--- src/rtl/exe_div_seq_pkg.sv ---
// exe_div_seq_pkg: op/state encodings and default width for the sequential divider
package exe_div_seq_pkg;
  localparam int DIV_XLEN = 32;
  localparam logic [1:0] DIV_OP_DIV  = 2'b00;
  localparam logic [1:0] DIV_OP_MOD  = 2'b01;
  localparam logic [1:0] DIV_OP_DIVU = 2'b10;
  localparam logic [1:0] DIV_OP_MODU = 2'b11;
  typedef enum logic [1:0] {S_IDLE = 2'd0, S_BUSY = 2'd1, S_DONE = 2'd2} state_e;
endpackage

--- src/rtl/exe_div_seq_div_step.sv ---
// div_step: one combinational restoring-division iteration
module div_step #(
  parameter int W = 32
) (
  input  logic [W-1:0] rem,
  input  logic         dvd_msb,
  input  logic [W-1:0] dvs,
  output logic [W-1:0] rem_next,
  output logic         q_bit
);
  logic [W:0] sh, diff;
  assign sh       = {rem, dvd_msb};
  assign diff     = sh - {1'b0, dvs};
  assign q_bit    = ~diff[W];
  assign rem_next = q_bit ? diff[W-1:0] : sh[W-1:0];
endmodule

--- src/rtl/exe_div_seq.sv ---
// exe_div_seq: multi-cycle radix-2 restoring divider sequencer for the EXE stage
module exe_div_seq
  import exe_div_seq_pkg::*;
#(
  parameter int XLEN  = DIV_XLEN,
  parameter int CNT_W = $clog2(XLEN)
) (
  input  logic            clk,
  input  logic            resetn,
  input  logic            req_valid,
  input  logic [1:0]      req_op,
  input  logic [XLEN-1:0] req_src1,
  input  logic [XLEN-1:0] req_src2,
  input  logic            req_cancel,
  input  logic            out_accept,
  output logic            busy,
  output logic            res_valid,
  output logic [XLEN-1:0] res_data
);
  state_e state_q, state_d;
  logic [CNT_W-1:0] cnt_q;
  logic [XLEN-1:0] rem_q, dvd_q, dvs_q, res_q, rem_nx, q_fin, abs1, abs2;
  logic mod_q, neg_q_q, neg_r_q, q_bit, start, last, is_sgn, s1n, s2n, is_mod;
  assign is_sgn = req_op == DIV_OP_DIV || req_op == DIV_OP_MOD;
  assign is_mod = req_op == DIV_OP_MOD || req_op == DIV_OP_MODU;
  assign s1n    = is_sgn & req_src1[XLEN-1];
  assign s2n    = is_sgn & req_src2[XLEN-1];
  assign abs1   = s1n ? -req_src1 : req_src1;
  assign abs2   = s2n ? -req_src2 : req_src2;
  assign start  = state_q == S_IDLE && req_valid && !req_cancel;
  assign last   = state_q == S_BUSY && cnt_q == CNT_W'(XLEN - 1);
  assign q_fin  = {dvd_q[XLEN-2:0], q_bit};
  div_step #(.W(XLEN)) u_step (
    .rem(rem_q), .dvd_msb(dvd_q[XLEN-1]), .dvs(dvs_q),
    .rem_next(rem_nx), .q_bit(q_bit)
  );
  always_ff @(posedge clk) state_q <= !resetn ? S_IDLE : state_d;
  always_comb begin
    state_d = req_cancel ? S_IDLE :
              state_q == S_IDLE ? (req_valid ? S_BUSY : S_IDLE) :
              state_q == S_BUSY ? (last ? S_DONE : S_BUSY) :
              (out_accept ? S_IDLE : S_DONE);
  end
  always_comb begin
    busy      = state_q != S_IDLE;
    res_valid = state_q == S_DONE;
    res_data  = res_q;
  end
  // Quotient dvd_q shifts out dividend bits and shifts in quotient bits
  always_ff @(posedge clk) begin
    if (!resetn) begin
      cnt_q   <= '0;
      rem_q   <= '0;
      dvd_q   <= '0;
      dvs_q   <= '0;
      res_q   <= '0;
      mod_q   <= 1'b0;
      neg_q_q <= 1'b0;
      neg_r_q <= 1'b0;
    end else if (start) begin
      cnt_q   <= '0;
      rem_q   <= '0;
      dvd_q   <= abs1;
      dvs_q   <= abs2;
      mod_q   <= is_mod;
      neg_q_q <= (s1n ^ s2n) && |req_src2;
      neg_r_q <= s1n;
    end else if (state_q == S_BUSY && !req_cancel) begin
      cnt_q <= cnt_q + 1'b1;
      rem_q <= rem_nx;
      dvd_q <= q_fin;
      if (last) res_q <= mod_q ? (neg_r_q ? -rem_nx : rem_nx) : (neg_q_q ? -q_fin : q_fin);
    end
  end
endmodule
--- config.mk ---
export PLATFORM = sky130hd
export DESIGN_NAME = exe_div_seq
export DESIGN_NICKNAME = d
export VERILOG_FILES = /design/src/rtl/exe_div_seq_pkg.sv /design/src/rtl/exe_div_seq_div_step.sv /design/src/rtl/exe_div_seq.sv
export SDC_FILE = /design/constraint.sdc
export NUM_CORES = 1
export LEC_CHECK = 0
export BUFFER_PORTS_ARGS = -buffer_cell sky130_fd_sc_hd__buf_2
export CORE_UTILIZATION = 66
export CTS_BUF_LIST = sky130_fd_sc_hd__clkbuf_16
export DETAILED_ROUTE_END_ITERATION = 10
export HOLD_SLACK_MARGIN = 0.02
export PLACE_DENSITY = 0.88
export SYNTH_ARGS = -nofsm -noshare
export SYNTH_HDL_FRONTEND = slang
export SYNTH_SLANG_ARGS = --single-unit
--- constraint.sdc ---
create_clock -name clk -period 16.2 [get_ports clk]
set_input_delay 1.62 -clock clk [delete_from_list [all_inputs] [get_ports clk]]
set_output_delay 1.62 -clock clk [all_outputs]
set_load 0.01 [all_outputs]
==> results_dict.tcl, run 1 <==
set metrics [dict create \
    wl_um 33800 \
    nets 1661 \
    ys_async_sr_fraction 0 \
    grt_max_degree 97 \
    yosys_warnings 0 \
    min_path_cells 2 \
    cp_top_family "simple AND/OR/NAND/NOR gates" \
    switching_share 0.367 \
    final_util 0.754 \
    reg2reg_slack_ns 10.09 \
    required_ns 16.54 \
    yosysUniqueCellTypes 87 \
    cts_num_sinks 138 \
    clkSlewWorstSetupHoldPaths_ns 0.06 \
    period_share 0.377 \
    grt_pass1_vias 10300 \
    final_cell_area_um2 12100 \
    ios 105 \
    synth-main-ff-cell "dfxtp_1" \
    fin_hold_ws_ns 0.472 \
    routedWlPerCell_um 19.0 \
    cp_num_buf_inv 4 \
    coreArea_um2 16100 \
    cp_slowest_stage_delay_ns 0.62 \
    dp_hpwl_um 24500 \
    fin_ws_ns 10.09 \
    maxCapViolations 0 \
    path_cells "inv_1, ha_1, nand2_1, nor2_1, a211oi_1, o31ai_2, o21a_1, nor2_4, inv_2, o21ai_0, inv_1, ha_1, inv_1, nor3_1, or4b_1, nor4_2, a41oi_1, nor3_2, nand3_2, o2111ai_1, o31ai_1, o31ai_1" \
    tns_ns 0 \
    postCtsSetupBuffers 0 \
    rows 46 \
    die_w_um 131 \
    grt_pass1_wl_um 52700 \
    met3_usage 0.0765 \
    die_h_um 131 \
    gr-max-usage-layer "met2" \
    first_iter_violations 1159 \
    crit_fanout 46 \
    period_minus_slack_ns 6.11 \
    synth-seq-cells 138 \
    syn-cell-area_um2 11000 \
    portBuffers 104 \
    maxSlewHeadroom 0.226 \
    antenna_found_initial 1 \
    ctsHoldBuffers 0 \
    dieArea_um2 17200 \
    end_kind "flop" \
    arrival_ns 6.45 \
    synth_nets 1622 \
    fmax_mhz 164 \
    syn_inst 1512 \
    cpMostUsedCell "inv_1" \
    synth-edff-count 0 \
    min_path_type "flop to flop" \
    p_per_area_nw_per_um2 96.8 \
    r2r-end "res_data[28]" \
    worst_setup_path_start_kind "flop" \
    combPwrFrac 0.321 \
    syn_avg_cell_area_um2 7.27 \
    cts-resized-gates 0 \
    cts_tree "built" \
    rsz0062_at_grt "false" \
    synth_seq_area_share 0.251 \
    cts_htree_levels 4 \
    skew_ns 0.00872 \
    tightestPinTransition_ns 1.16 \
    seqPwrFrac 0.315 \
    n_antenna_cell 0 \
    drc_errors 0 \
    power_mw 1.17 \
    place_congestion 0.973 \
    vias 11700 \
    ant_nets 0 \
    slew_violations 0 \
    vias_per_cell 6.56 \
    area_growth_pct 10.2 \
    firstDrtPassIters 6 \
    setup_viol_count_final 0 \
    reg2reg_from "dvs_q[22]" \
    p_clk_frac 0.364 \
    p_leak_nw 4.86 \
    initial_core_util 0.684 \
    grt_util_met2 0.613 \
    reg2reg_depth 22 \
    ir_drop_mv 0.0834 \
    grt_use_total 0.396 \
    crit_type "flop to flop" \
    status "finished clean" \
    numCtsBuffers 17 \
    clockBufferDepth 2 \
    grt_overflow 0 \
    power.internal_uw 742 \
    pre_cts_slack_ns 10.29 \
    clk_latency_ns 0.43 \
    cts.root.buffer_cell "clkbuf_16" \
    crit_slowest_cell "inv_2" \
    grtUsageMet1 0.503 \
    placed_area_um2 11500 \
    hold_start "res_data[13]" \
    dp.cells 1748 \
    final-instance-count-excl-fill 1780 \
    layout-drive-gt1-share 0.118 \
    whs_endpoint "res_data[13]" \
    p_sw_uw 430 \
    finalHoldViolCount 0 \
]
==> layout make-up <==
cell class	instances	area, µm²
clock buffers	17	425
clock inverters	15	210
fillers	1238	3950
inverters	63	236
multi-input cells	1219	7620
flip-flops and latches	138	2760
well taps	216	270
repair buffers	112	581
==> Yosys cell counts (9+ instances only) <==
| cell type | instances | area (µm²) |
|---|---|---|
| xnor2_1 | 63 | 552 |
| nor4_1 | 18 | 113 |
| o21ai_0 | 141 | 706 |
| o31ai_1 | 24 | 180 |
| a21oi_1 | 129 | 646 |
| xor2_1 | 66 | 578 |
| o41ai_1 | 9 | 78.8 |
| or3_1 | 12 | 75.1 |
| a31oi_1 | 12 | 75.1 |
| ha_1 | 38 | 475 |
| nor3_1 | 37 | 185 |
| or4_1 | 12 | 90.1 |
| nor2_1 | 141 | 529 |
| nand2_1 | 183 | 687 |
| mux2i_1 | 23 | 230 |
| nand2b_1 | 14 | 87.6 |
| nand4_1 | 18 | 113 |
| a22oi_1 | 13 | 97.6 |
| o211ai_1 | 13 | 97.6 |
| clkbuf_1 | 65 | 244 |
| nand3_1 | 26 | 130 |
| o22ai_1 | 9 | 56.3 |
| o21a_1 | 12 | 90.1 |
| inv_1 | 61 | 229 |
| a21o_1 | 10 | 75.1 |
| and2_1 | 24 | 150 |
| dfxtp_1 | 138 | 2760 |
| buf_2 | 18 | 90.1 |
| o211a_1 | 15 | 150 |
| a211oi_1 | 37 | 278 |
==> cells in the final DEF (no fill, tap or decap), drive strengths merged, types with 12 or more instances in the layout <==
master,netlist,final
nand2,183,183
o21ai,146,146
nor2,142,142
dfxtp,138,138
a21oi,133,133
buf,27,112
inv,62,67
xor2,66,66
xnor2,63,63
nor3,40,40
a211oi,39,39
ha,38,38
nand3,27,27
o31ai,26,26
and2,24,24
mux2i,24,24
nand4,20,20
nor4,19,19
clkbuf,65,17
o211a,15,15
nand2b,14,14
or4,14,14
o211ai,13,13
a22oi,13,13
o21a,12,12
a31oi,12,12
or3,12,12
o41ai,12,12
==> power groups by stage <==
stage	clock network, mW	registers, mW	logic [mW]
finish	0.426	0.369	0.377
global route	0.442	0.371	0.406
CTS	0.426	0.369	0.363
detailed placement	0	0.376	0.358
global placement	0	0.375	0.356
floorplan	0	0.370	0.274
==> worst min-delay path: cells and delay by family (launching register included) <==
family,cells,cell delay [ns]
AO/OA/AOI/OAI,1,0.07
flip-flops,1,0.31
AND/OR/NAND/NOR,1,0.05
==> how the worst max path moves through the flow <==
stage	startpoint	end	slack, ns	cells after the start
after floorplan	dvd_q[31]	res_data[28]	11.04	27
after detailed placement	dvs_q[22]	res_data[28]	10.29	22
after global placement	rem_q[12]	res_data[28]	10.54	21
after CTS	dvd_q[31]	res_data[28]	10.20	24
final	dvs_q[22]	res_data[28]	10.09	22
after global routing	rem_q[12]	res_data[28]	9.69	21
==> metal layers <==
metal | part of all wire | vias to the layer above
met4 | 0.060 | 0
met2 | 0.45 | 631
li1 | - | 5538
met1 | 0.40 | 5391
met3 | 0.092 | 125
met5 | 0 | -
==> state kept, by name, summed over array words and instances (netlist names) <==
signal    count
dvd_q        32
dvs_q        32
rem_q        32
res_data     32
cnt_q         5
state_q       2
mod_q         1
neg_q_q       1
neg_r_q       1
==> kinds of logic (layout without fill, tap and decap cells) <==
| family | Yosys count | in the layout | share of synthesized area |
|---|---|---|---|
| XOR/XNOR | 129 | 129 | 0.103 |
| buffers and inverters | 155 | 207 | 0.0567 |
| AO/OA/AOI/OAI | 492 | 492 | 0.289 |
| multiplexers | 26 | 26 | 0.0243 |
| adder cells (fa/ha/maj) | 39 | 39 | 0.0451 |
| flip-flops | 138 | 138 | 0.251 |
| AND/OR/NAND/NOR | 533 | 533 | 0.231 |
(Power assumes the default switching activity.)
==> inputs of run 2 (changes only) <==
--- a/config.mk
+++ b/config.mk
@@ -6,11 +6,11 @@
 export NUM_CORES = 1
 export LEC_CHECK = 0
 export BUFFER_PORTS_ARGS = -buffer_cell sky130_fd_sc_hd__buf_2
-export CORE_UTILIZATION = 66
+export CORE_UTILIZATION = 55
 export CTS_BUF_LIST = sky130_fd_sc_hd__clkbuf_16
 export DETAILED_ROUTE_END_ITERATION = 10
 export HOLD_SLACK_MARGIN = 0.02
-export PLACE_DENSITY = 0.88
+export PLACE_DENSITY = 0.78
 export SYNTH_ARGS = -nofsm -noshare
 export SYNTH_HDL_FRONTEND = slang
 export SYNTH_SLANG_ARGS = --single-unit
==> constraint.sdc (replaced) <==
create_clock -name clk -period 5.1 [get_ports clk]
set_input_delay 0.51 -clock clk [delete_from_list [all_inputs] [get_ports clk]]
set_output_delay 0.51 -clock clk [all_outputs]
set_load 0.01 [all_outputs]
==> run 2 against run 1 <==
Compared with the run above: via count increased by 0.82%; die area rose by 20%; sequential cell count did not move; cell count increased by 4.0%; setup slack got worse by 9.9 ns; core utilization shrank 12 points; sequential share of layout area shrank 0.51 points; non-clock buffer count up 23; routed wire length rose by 6.4%; clock skew about the same; total power increased to 3.2 times the previous value; clock power increased to 3.0 times the previous value; critical endpoint unchanged; largest power group is now combinational cells; highest routed layer unchanged.
==> results_dict.tcl, run 2 (same netlist as run 1, synthesis figures left out) <==
set metrics [dict create \
    startpoint "rem_q[18]" \
    layout-drive-gt1-share 0.141 \
    reg2reg_slack_ns 0.19 \
    reg2reg_from "rem_q[18]" \
    tightestPinTransition_ns 1.05 \
    final_common_cell "nand2_1" \
    clkSlewWorstSetupHoldPaths_ns 0.06 \
    n_antenna_cell 0 \
    clk_latency_ns 0.44 \
    period_share 0.963 \
    crit_type "flop to flop" \
    required_ns 5.45 \
    min_path_type "input pin to flop" \
    nFillCells 1773 \
    end_kind "flop" \
    skew_ns 0.00915 \
    vias 11800 \
    layout_common_cells "nand2_1 (182), nor2_1 (138), o21ai_0 (138)" \
    die_w_um 143 \
    final-instance-count-excl-fill 1852 \
    maxSlewHeadroom 0.299 \
    fmax_mhz 204 \
    status "finished clean" \
    grt_pass1_vias 10400 \
    reg2reg_depth 22 \
    dp.cells 1813 \
    coreArea_um2 19500 \
    grt_overflow 0 \
    numCtsBuffers 17 \
    grt_pass1_wl_um 55900 \
    antenna_found_initial 0 \
    power.internal_mw 2.29 \
    slew_violations 0 \
    path_cells "ha_1, nand2_1, o21ai_1, a211oi_2, o31ai_2, nor3_4, nor2_4, inv_4, nand2_1, o21ai_1, inv_1, ha_1, inv_1, nor3_1, or4b_4, nor4_4, a41oi_2, nor3_2, nand3_2, o2111ai_2, o31ai_1, o31ai_1" \
    finalHoldViolCount 0 \
    grt_max_degree 96 \
    ant_nets 0 \
    final_util 0.635 \
    power_mw 3.71 \
    combPwrFrac 0.345 \
    period_minus_slack_ns 4.91 \
    p_sw_mw 1.42 \
    first_iter_violations 1390 \
    vias_per_cell 6.36 \
    cts_tree "built" \
    drc_errors 0 \
    routedWlPerCell_um 19.4 \
    wl_um 36000 \
    die_h_um 143 \
    initial_core_util 0.563 \
    crit_fanout 9 \
    r2r-end "res_data[28]" \
    cts_num_sinks 138 \
    cp_slowest_stage_delay_ns 0.50 \
    nets 1684 \
    rows 51 \
    maxCapViolations 0 \
    area_growth_pct 12.8 \
    ios 105 \
    crit_slowest_cell "or4b_4" \
    cts.root.buffer_cell "clkbuf_16" \
    p_per_area_nw_per_um2 300 \
    switching_share 0.384 \
    firstDrtPassIters 6 \
    setup_viol_count_final 0 \
    critPathCapture "res_data[28]" \
    p_leak_nw 4.97 \
    worst_setup_path_start_kind "flop" \
    arrival_ns 5.27 \
    p_clk_frac 0.339 \
    dp_hpwl_um 26600 \
    fin_hold_ws_ns 0.296 \
    seqPwrFrac 0.316 \
    min_path_cells 2 \
    ir_drop_mv 0.183 \
    dieArea_um2 20500 \
    grt_use_total 0.354 \
    cts_htree_levels 4 \
    portBuffers 104 \
    ctsHoldBuffers 0 \
    place_congestion 0.975 \
    clockBufferDepth 2 \
]
-- run 2: changes by cell type in the layout (fill, tap and decap cells not counted), sizes merged --
cell      change
clkinvlp      -2
buf          +23
clkinv        +2
bufinv        -2
inv           +2
-- run 2: final cells by class --
type / count / area (µm²) / area share
multi-input combinational: 1219 / 7720 / 0.623
timing repair buffer: 135 / 753 / 0.0608
sequential: 138 / 2770 / 0.223
clock buffer: 17 / 425 / 0.0343
clock inverter: 15 / 159 / 0.0128
inverter: 63 / 239 / 0.0193
tap: 265 / 332 / 0.0268
-- run 2: worst max-delay path: cells and delay by family (launching register included) --
| kind | cells | cell delay [ns] |
|---|---|---|
| simple gates | 9 | 1.99 |
| flops | 1 | 0.35 |
| buf+inv | 3 | 0.20 |
| fa+ha+maj | 2 | 0.63 |
| compound gates | 8 | 1.64 |
-- run 2: how the worst min path moves through the flow --
| stage | startpoint | end |
|---|---|---|
| floorplan | dvs_q[0] | dvs_q[0] |
| global placement | cnt_q[4] | cnt_q[4] |
| detailed placement | dvs_q[0] | dvs_q[0] |
| CTS | req_op[0] | mod_q |
| global route | req_op[0] | mod_q |
| finish | req_op[0] | mod_q |
-- run 2: timing repair --
item	4_1_cts	5_1_grt
gates resized for setup	0	22
buffers inserted	0	7
endpoints found under the setup margin	0	10
hold endpoints to repair	0	0
-- run 2: routing by layer --
layer  vias to the layer above  routed length, µm  part of all wire  global-route usage
met2                       590              16300              0.45               0.557
met4                         0               1140             0.032               0.136
met3                        81               3280             0.091              0.0676
met5                         -                  0                 0                   0
met1                      5535              15300              0.43               0.477
li1                       5575                  -                 -                   -
-- run 2: power by group through the flow --
stage	combinational, mW	sequential (mW)	clock, mW
6_report	1.28	1.17	1.26
5_1_grt	1.37	1.18	1.31
4_1_cts	1.21	1.17	1.26
3_5_place_dp	1.20	1.19	0
3_3_place_gp	1.19	1.19	0
2_1_floorplan	0.876	1.17	0
-- run 2: per-stage QoR --
stage,setup TNS [ns],setup WS (ns),instance area [µm²]
after floorplan,0,0.0335,11000
after global placement,0,0.267,11700
after detailed placement,0,0.180,11700
after CTS,0,0.108,12300
after global routing,-0.0303,-0.0237,12400
final,0,0.186,12400
